[src/rtl/clk_div_prog_pkg.sv]
// Shared timebase definitions for the programmable clock divider.
package clk_div_prog_pkg;

  typedef enum logic [0:0] {
    ST_IDLE = 1'b0,
    ST_RUN  = 1'b1
  } state_e;

  localparam int unsigned MIN_DIV = 2;

  // ceil(n/2); the 32-bit argument leaves headroom so n = 2^WIDTH-1 cannot overflow
  function automatic logic [31:0] half_ceil(input logic [31:0] n);
    return (n + 32'd1) >> 1;
  endfunction

endpackage

[src/rtl/clk_div_prog_if.sv]
// Control/status bundle of the programmable clock divider.
interface clk_div_prog_if #(
  parameter int WIDTH = 8
);
  logic             en;
  logic [WIDTH-1:0] div_val;
  logic             div_load;
  logic             div_busy;
  logic             div_err;
  logic [WIDTH-1:0] div_active;
  logic             clk_out;
  logic             tick;
  logic [WIDTH-1:0] count;

  modport master (
    output en, div_val, div_load,
    input  div_busy, div_err, div_active, clk_out, tick, count
  );

  modport slave (
    input  en, div_val, div_load,
    output div_busy, div_err, div_active, clk_out, tick, count
  );
endinterface

[src/rtl/clk_div_period_ctr.sv]
// Period counter: counts 0..n_i-1 while running, flags the last position as wrap.
module clk_div_period_ctr #(
  parameter int WIDTH = 8
) (
  input  logic             clk,
  input  logic             rst_n,
  input  logic             run_i,
  input  logic [WIDTH-1:0] n_i,
  output logic [WIDTH-1:0] count_o,
  output logic [WIDTH-1:0] count_nxt_o,
  output logic             wrap_o
);

  logic [WIDTH-1:0] count_q;
  logic [WIDTH-1:0] count_d;
  logic             wrap_s;

  // next count: held at zero when stopped, wraps after n_i-1
  always_comb begin
    wrap_s = run_i && (count_q == (n_i - WIDTH'(1)));
    if (!run_i || wrap_s) begin
      count_d = {WIDTH{1'b0}};
    end else begin
      count_d = count_q + WIDTH'(1);
    end
  end

  // count register
  always_ff @(posedge clk or negedge rst_n) begin
    if (!rst_n) begin
      count_q <= {WIDTH{1'b0}};
    end else begin
      count_q <= count_d;
    end
  end

  assign count_o     = count_q;
  assign count_nxt_o = count_d;
  assign wrap_o      = wrap_s;

endmodule

[src/rtl/clk_div_prog.sv]
// Runtime-programmable integer clock divider with glitch-free divisor updates
// applied at period boundaries through a load/busy handshake.
module clk_div_prog
  import clk_div_prog_pkg::*;
#(
  parameter int WIDTH       = 8,
  parameter int DEFAULT_DIV = 16
) (
  input logic             clk,
  input logic             rst_n,
  clk_div_prog_if.slave   bus
);

  localparam logic [WIDTH-1:0] DEF_DIV_W = WIDTH'(DEFAULT_DIV);
  localparam logic [WIDTH-1:0] MIN_DIV_W = WIDTH'(MIN_DIV);

  state_e           state_q, state_d;
  logic [WIDTH-1:0] active_q, active_d;
  logic [WIDTH-1:0] pend_q, pend_d;
  logic             busy_q, busy_d;
  logic             err_q, err_d;
  logic             clk_out_q, clk_out_d;
  logic [WIDTH-1:0] count_s;
  logic [WIDTH-1:0] count_nxt_s;
  logic             wrap_s;
  logic             apply_s;
  logic             bad_val_s;

  clk_div_period_ctr #(
    .WIDTH(WIDTH)
  ) u_ctr (
    .clk         (clk),
    .rst_n       (rst_n),
    .run_i       (state_q == ST_RUN),
    .n_i         (active_q),
    .count_o     (count_s),
    .count_nxt_o (count_nxt_s),
    .wrap_o      (wrap_s)
  );

  // FSM next state, divisor handshake and duty decode
  always_comb begin
    state_d   = state_q;
    active_d  = active_q;
    pend_d    = pend_q;
    busy_d    = busy_q;
    err_d     = 1'b0;
    clk_out_d = 1'b0;

    // a pending divisor takes effect only where no period is in progress
    apply_s = busy_q && ((state_q == ST_IDLE) || wrap_s);
    if (apply_s) begin
      active_d = pend_q;
      busy_d   = 1'b0;
    end else begin
      active_d = active_q;
    end

    // a load on the boundary edge stays pending for the next boundary
    bad_val_s = (bus.div_val < MIN_DIV_W);
    if (bus.div_load) begin
      pend_d = bad_val_s ? MIN_DIV_W : bus.div_val;
      busy_d = 1'b1;
      err_d  = bad_val_s;
    end else begin
      pend_d = pend_q;
    end

    case (state_q)
      ST_IDLE: begin
        if (bus.en) begin
          state_d = ST_RUN;
        end else begin
          state_d = ST_IDLE;
        end
      end
      ST_RUN: begin
        if (wrap_s && !bus.en) begin
          state_d = ST_IDLE;
        end else begin
          state_d = ST_RUN;
        end
      end
      default: state_d = ST_IDLE;
    endcase

    if (state_d == ST_RUN) begin
      clk_out_d = (32'(count_nxt_s) < half_ceil(32'(active_d)));
    end else begin
      clk_out_d = 1'b0;
    end
  end

  // state and divisor registers
  always_ff @(posedge clk or negedge rst_n) begin
    if (!rst_n) begin
      state_q   <= ST_IDLE;
      active_q  <= DEF_DIV_W;
      pend_q    <= DEF_DIV_W;
      busy_q    <= 1'b0;
      err_q     <= 1'b0;
      clk_out_q <= 1'b0;
    end else begin
      state_q   <= state_d;
      active_q  <= active_d;
      pend_q    <= pend_d;
      busy_q    <= busy_d;
      err_q     <= err_d;
      clk_out_q <= clk_out_d;
    end
  end

  assign bus.div_busy   = busy_q;
  assign bus.div_err    = err_q;
  assign bus.div_active = active_q;
  assign bus.clk_out    = clk_out_q;
  assign bus.tick       = wrap_s;
  assign bus.count      = count_s;

endmodule

[src/flat_wrapper.sv]
// flat-port wrapper written by rule: the top's interface ports become plain ports
module clk_div_prog_flat import clk_div_prog_pkg::*;
#(
  parameter int WIDTH       = 8,
  parameter int DEFAULT_DIV = 16
)
  (clk, rst_n, bus_en, bus_div_val, bus_div_load, bus_div_busy, bus_div_err, bus_div_active, bus_clk_out, bus_tick, bus_count);
  clk_div_prog_if #(.WIDTH(WIDTH)) bus_i ();
  input logic clk;
  input logic rst_n;
  input wire logic [$bits(bus_i.en)-1:0] bus_en;
  input wire logic [$bits(bus_i.div_val)-1:0] bus_div_val;
  input wire logic [$bits(bus_i.div_load)-1:0] bus_div_load;
  output wire logic [$bits(bus_i.div_busy)-1:0] bus_div_busy;
  output wire logic [$bits(bus_i.div_err)-1:0] bus_div_err;
  output wire logic [$bits(bus_i.div_active)-1:0] bus_div_active;
  output wire logic [$bits(bus_i.clk_out)-1:0] bus_clk_out;
  output wire logic [$bits(bus_i.tick)-1:0] bus_tick;
  output wire logic [$bits(bus_i.count)-1:0] bus_count;
  assign bus_i.en = bus_en;
  assign bus_i.div_val = bus_div_val;
  assign bus_i.div_load = bus_div_load;
  assign bus_div_busy = bus_i.div_busy;
  assign bus_div_err = bus_i.div_err;
  assign bus_div_active = bus_i.div_active;
  assign bus_clk_out = bus_i.clk_out;
  assign bus_tick = bus_i.tick;
  assign bus_count = bus_i.count;
  clk_div_prog #(.WIDTH(WIDTH), .DEFAULT_DIV(DEFAULT_DIV)) u_core (.clk(clk), .rst_n(rst_n), .bus(bus_i));
endmodule
[config.mk]
export PLATFORM = sky130hd
export DESIGN_NAME = clk_div_prog_flat
export DESIGN_NICKNAME = d
export VERILOG_FILES = /design/src/rtl/clk_div_prog_pkg.sv /design/src/rtl/clk_div_prog_if.sv /design/src/rtl/clk_div_period_ctr.sv /design/src/rtl/clk_div_prog.sv /design/src/flat_wrapper.sv
export SDC_FILE = /design/constraint.sdc
export NUM_CORES = 1
export LEC_CHECK = 0
export BUFFER_PORTS_ARGS = -buffer_cell sky130_fd_sc_hd__buf_2
export CORE_UTILIZATION = 56
export CTS_CLUSTER_SIZE = 30
export DETAILED_ROUTE_END_ITERATION = 16
export HOLD_SLACK_MARGIN = 0.12
export PLACE_DENSITY = 0.78
export SYNTH_ARGS = -nofsm -noshare
export SYNTH_HDL_FRONTEND = slang
export SYNTH_SLANG_ARGS = --single-unit
[constraint.sdc]
create_clock -name clk -period 4.5 [get_ports clk]
set_input_delay 0.45 -clock clk [delete_from_list [all_inputs] [get_ports clk]]
set_output_delay 0.45 -clock clk [all_outputs]
set_load 0.02 [all_outputs]
* After elaboration in Yosys (flattened, before gate mapping)
Cells that the tools add are included.
** Cells by class
- Muxes and demuxes :: 10
- Order comparisons :: 2
- Eq/ne operators :: 1
- Add/subtract/negate cells :: 3
- Reduce and logical (&&, ||, !) cells :: 8
- Bitwise gates (word level) :: 1
** Operator list (count)
- $lt 8x31->1 :: 1
- $mux 8 :: 3
- $add 8x1->9 const B :: 1
- $add 8x1->8 const B :: 1
- $eq 8x8->1 :: 1
- $lt 8x2->1 const B :: 1
- $sub 8x1->8 const B :: 1
- $mux 1 :: 6
- $logic_and 1x1->1 :: 3
- $logic_not 1->1 :: 2
- $logic_or 1x1->1 :: 2
- $pmux 1 s2 :: 1
- $reduce_bool 2->1 :: 1
- $not 1->1 :: 1
** Word-level totals
- Bits in registers :: 28
- Input bits :: 12
- Output and inout bits :: 20
- Word-level logic and storage cells :: 32

* Depth between registers and ports, before layout
- Word-level depth :: 9
- Gate-level depth with buffers :: 20
- Mapped depth without buffers :: 19

* Modules after synthesis
From an unflattened synthesis, not the netlist that was laid out.
** Unflattened totals
- Cell total of the unflattened synthesis :: 185
- Area, all modules :: 1891.8 µm²
** By module, submodules not included
- clk_div_prog :: instances 1, cells each 108, area an instance 1189.9 µm²
- clk_div_period_ctr :: instances 1, cells each 77, area an instance 701.9 µm²

* Worst setup path before layout
Ideal clock, no wire load.
- Path type :: register to register
- Start point :: register u_core.active_q[0], in the netlist u_core.bus.div_active[0]
- End point :: register u_core.clk_out_q, in the netlist u_core.bus.clk_out
- Arrival time :: 3.955 ns
- Slack :: 0.479 ns
- Data required time :: 4.433 ns
- Cell stages (with the launch flop) :: 20
- Library setup time :: 0.067 ns
- Period minus slack after synthesis :: 4.021 ns
- Buffers on the path :: 1
- Cell sequence :: dfrtp_1 inv_1 ha_1 and2_1 a211o_2 a31oi_1 o41a_1 buf_6 mux2_4 ha_1 nand3_1 nor2_1 xor2_1 a21oi_1 ha_1 nor2b_1 o21ai_0 nand2b_1 a221oi_1 o311a_1
** Between the ends
- Word-level cells in the longest chain between the ends :: 9
- Elaborated cells on any way between the ends :: 14
** Ends and longest elaborated chain
- start, declared :: RTL line clk_div_prog.sv:18 : logic [WIDTH-1:0] active_q, active_d;
- start signal, assigned :: RTL line clk_div_prog.sv:105 : active_q <= active_d;
- $sub 8x1->8 :: RTL line clk_div_period_ctr.sv:20 : wrap_s = run_i && (count_q == (n_i - WIDTH'(1)));
- $eq 8x8->1 :: RTL line clk_div_period_ctr.sv:20
- $logic_and 1x1->1 :: RTL line clk_div_period_ctr.sv:20
- $logic_or 1x1->1 :: RTL line clk_div_prog.sv:51 : apply_s = busy_q && ((state_q == ST_IDLE) || wrap_s);
- $logic_and 1x1->1 :: RTL line clk_div_prog.sv:51
- $mux 8 (*) :: RTL line clk_div_prog.sv:52 : if (apply_s) begin
- net u_core.active_d[0] :: RTL line clk_div_prog.sv:18
- $add 8x1->9 (*) :: RTL line clk_div_prog_pkg.sv:13 : return (n + 32'd1) >> 1;
- $lt 8x31->1 (*) :: RTL line clk_div_prog.sv:88 : clk_out_d = (32'(count_nxt_s) < half_ceil(32'(active_d)));
- $mux 1 (*) :: RTL line clk_div_prog.sv:87 : if (state_d == ST_RUN) begin
- net u_core.clk_out_d :: RTL line clk_div_prog.sv:22 : logic clk_out_q, clk_out_d;
- end signal, assigned :: RTL line clk_div_prog.sv:109 : clk_out_q <= clk_out_d;
- end, declared :: RTL line clk_div_prog.sv:22
Mark *: on every way through the listed nets, which the timed path passes. The rest lies on a longest branch.
A chain may end at the register's enable or synchronous reset.

* Final worst setup path
Ends and elaborated chain as after synthesis.

==> results_dict.tcl <==
set metrics [dict create \
    drive_gt1_frac 0.327 \
    synth.area.top_cells "dfrtp_1 35%, ha_1 6.8%, mux2_4 6.5%" \
    antenna_found_initial 0 \
    wl_per_cell_um 15.9 \
    clock_latency_ps 340 \
    critical-path-top-delay-family "compound AO/OA/AOI/OAI gates" \
    cts-root-buf "clkbuf_4" \
    worstPathRequired_ps 4800 \
    irDropWorstVdd_mv 0.136 \
    syn_to_final_growth_pct 11.6 \
    finalPower_w 0.000426 \
    ff_latch_area_um2 704 \
    crit_type "flop to flop" \
    cp_slowest_cell "dfrtp_2" \
    status "complete, no violations" \
    crit_arrival_ps 4400 \
    synth.distinct_cells 42 \
    synth_edf_count 0 \
    routed_wl_um 4010 \
    synth_ff_type "dfrtp_1" \
    numPortBuffers 31 \
    powerDensity_nw_per_um2 206 \
    final_nets 231 \
    grtUsageTotal 0.251 \
    slew_headroom 0.567 \
    place_hpwl_um 3000 \
    htreeDepth 1 \
    rsz0062_at_grt "false" \
    vias 1391 \
    drt_iter0_drc 43 \
    tritoncts "done" \
    die_w_um 59.5 \
    synth_common_cells "26 x dfrtp_1, 19 x nor2_1, 13 x xnor2_1" \
    ys_async_sr_fraction 1.00 \
    critPathMaxStageDelay_ps 450 \
    slew_viol_final 0 \
    viasPerCell 5.52 \
    synth_top_cell_by_area "dfrtp_1" \
    cp_max_fo 6 \
    synth_top_area_share 0.351 \
    max_freq_mhz 244 \
    skew_ps 13.9 \
    multi_input_area_um2 1070 \
    cap_violations 0 \
    setup_violations 0 \
    synth_nets 198 \
    diodes 0 \
    yosysMostFrequentCell "dfrtp_1" \
    cts.sinks 28 \
    worst-path-buf-inv 1 \
    path_common_cell "ha_1" \
    dp.cells 248 \
    final_cells 252 \
    gr-total-overflow 0 \
    worst_setup_path_start_kind "flop" \
    hold_path.class "input pin to async pin" \
    grt_pass1_wl_um 6520 \
    crit_path_end_kind "flop" \
    first_global_vias 1358 \
    fillers 269 \
    clkTransAtPathRegs_ps 160 \
    ys_ff_latch 28 \
    dr.pass1.iters 4 \
    placement_rows 20 \
    yosys_warnings 0 \
    syn-cell-area_um2 1850 \
    initial_core_util 0.597 \
    die_h_um 59.5 \
    cts.path.max_buffers 2 \
    place_congestion 0.897 \
    grt_start_max_net_pins 29 \
    core_um2 3100 \
    drc 0 \
    leakage_nw 0.977 \
    die-area_um2 3540 \
    post_cts_buffers 0 \
    finalHoldViolations 0 \
    worst_pin_slew_ps 649 \
    cp_cell_sequence "inv_1 > ha_1 > and2_1 > a211o_2 > a31oi_1 > o41a_1 > mux2_4 > ha_2 > nand3_1 > nor2_1 > xor2_1 > a21oi_1 > ha_1 > nor2b_1 > o21ai_0 > nand2b_1 > a221oi_1 > o311a_1" \
    period_needed_ps 4100 \
    ys_seq_area_frac 0.379 \
    num_io_pins 32 \
    syn_avg_cell_area_um2 10.5 \
    period_share 0.911 \
    cts-buffers-inserted 3 \
    final.setup.tns_ps 0 \
    netlist_instances 176 \
    antenna_left 0 \
]
[final cells by class]
type	instances	area share
inverter	4	0.00726
sequential	28	0.341
tap	44	0.0266
multi-input combinational	137	0.518
clock buffer	4	0.0175
timing repair buffer	35	0.0895
[placed cells by master (no fill, tap or decap), types with 4 or more instances in the layout]
cell / instances
buf_2: 31
dfrtp_1: 25
nor2_1: 19
xnor2_1: 13
xor2_1: 12
nand2_1: 12
nand3_1: 9
ha_1: 9
mux2_4: 8
mux2_2: 6
nand2b_1: 5
inv_1: 4
buf_4: 4
[cells by family after synthesis]
family	share of synthesized area
buf+inv	0.0432
simple gates	0.178
flops	0.379
mux	0.107
compound gates	0.0891
xor+xnor	0.136
fa+ha+maj	0.0675
[state kept, by name, indices dropped and copies added, names as in the netlist]
signal                 flops
u_core.pend_q              8
u_core.bus.div_err         1
u_core.bus.clk_out         1
u_core.state_q             1
u_core.bus.div_busy        1
u_core.u_ctr.count_o       8
u_core.bus.div_active      8
[layer usage]
layer | part of all wire | routed length [µm] | global-route usage | up-vias
li1 | - | - | - | 678
met1 | 0.43 | 1700 | 0.314 | 686
met2 | 0.54 | 2170 | 0.453 | 23
met3 | 0.023 | 94 | 0.0197 | 4
met4 | 0.010 | 40 | 0.0897 | 0
met5 | 0 | 0 | 0 | -
[power breakdown]
group | switching (W) | leakage (nW) | internal [W] | total (W)
logic | 0.0000139 | 0.615 | 0.0000143 | 0.0000282
registers | 0.0000106 | 0.341 | 0.000260 | 0.000270
clock network | 0.0000779 | 0.0210 | 0.0000496 | 0.000128
[final timing paths]
path	start	end	slack [ps]	cells past startpoint
worst max-delay path	u_core.bus.div_active[0]$_DFF_PN0_	u_core.bus.clk_out$_DFF_PN0_	400	18
worst min-delay path	rst_n	u_core.bus.div_err$_DFF_PN0_	100	1
worst max register to register	u_core.bus.div_active[0]$_DFF_PN0_	u_core.bus.clk_out$_DFF_PN0_	400	18
worst min register to register	u_core.u_ctr.count_o[0]$_DFF_PN0_	u_core.u_ctr.count_o[0]$_DFF_PN0_	550	1
max in group asynchronous	rst_n	u_core.bus.div_active[0]$_DFF_PN0_	3950	1
min in group clk	bus_en	u_core.state_q$_DFF_PN0_	310	2
[per-stage QoR]
stage	hold slack (ps)	util	worst slack [ps]	instance area, µm²
floorplan	154	-	479	1850
global placement	489	0.654	443	2030
detailed placement	513	0.654	365	2030
CTS	122	0.665	280	2060
global route	131	0.667	40.5	2070
finish	103	0.667	401	2070
[repair_timing]
item | 4_1_cts | 5_1_grt
endpoints found under the setup margin | 0 | 1
hold endpoints to repair | 0 | 0
resized for setup | 0 | 2
hold buffers | 0 | 0
Note: power is estimated with default switching activity, not from simulation.
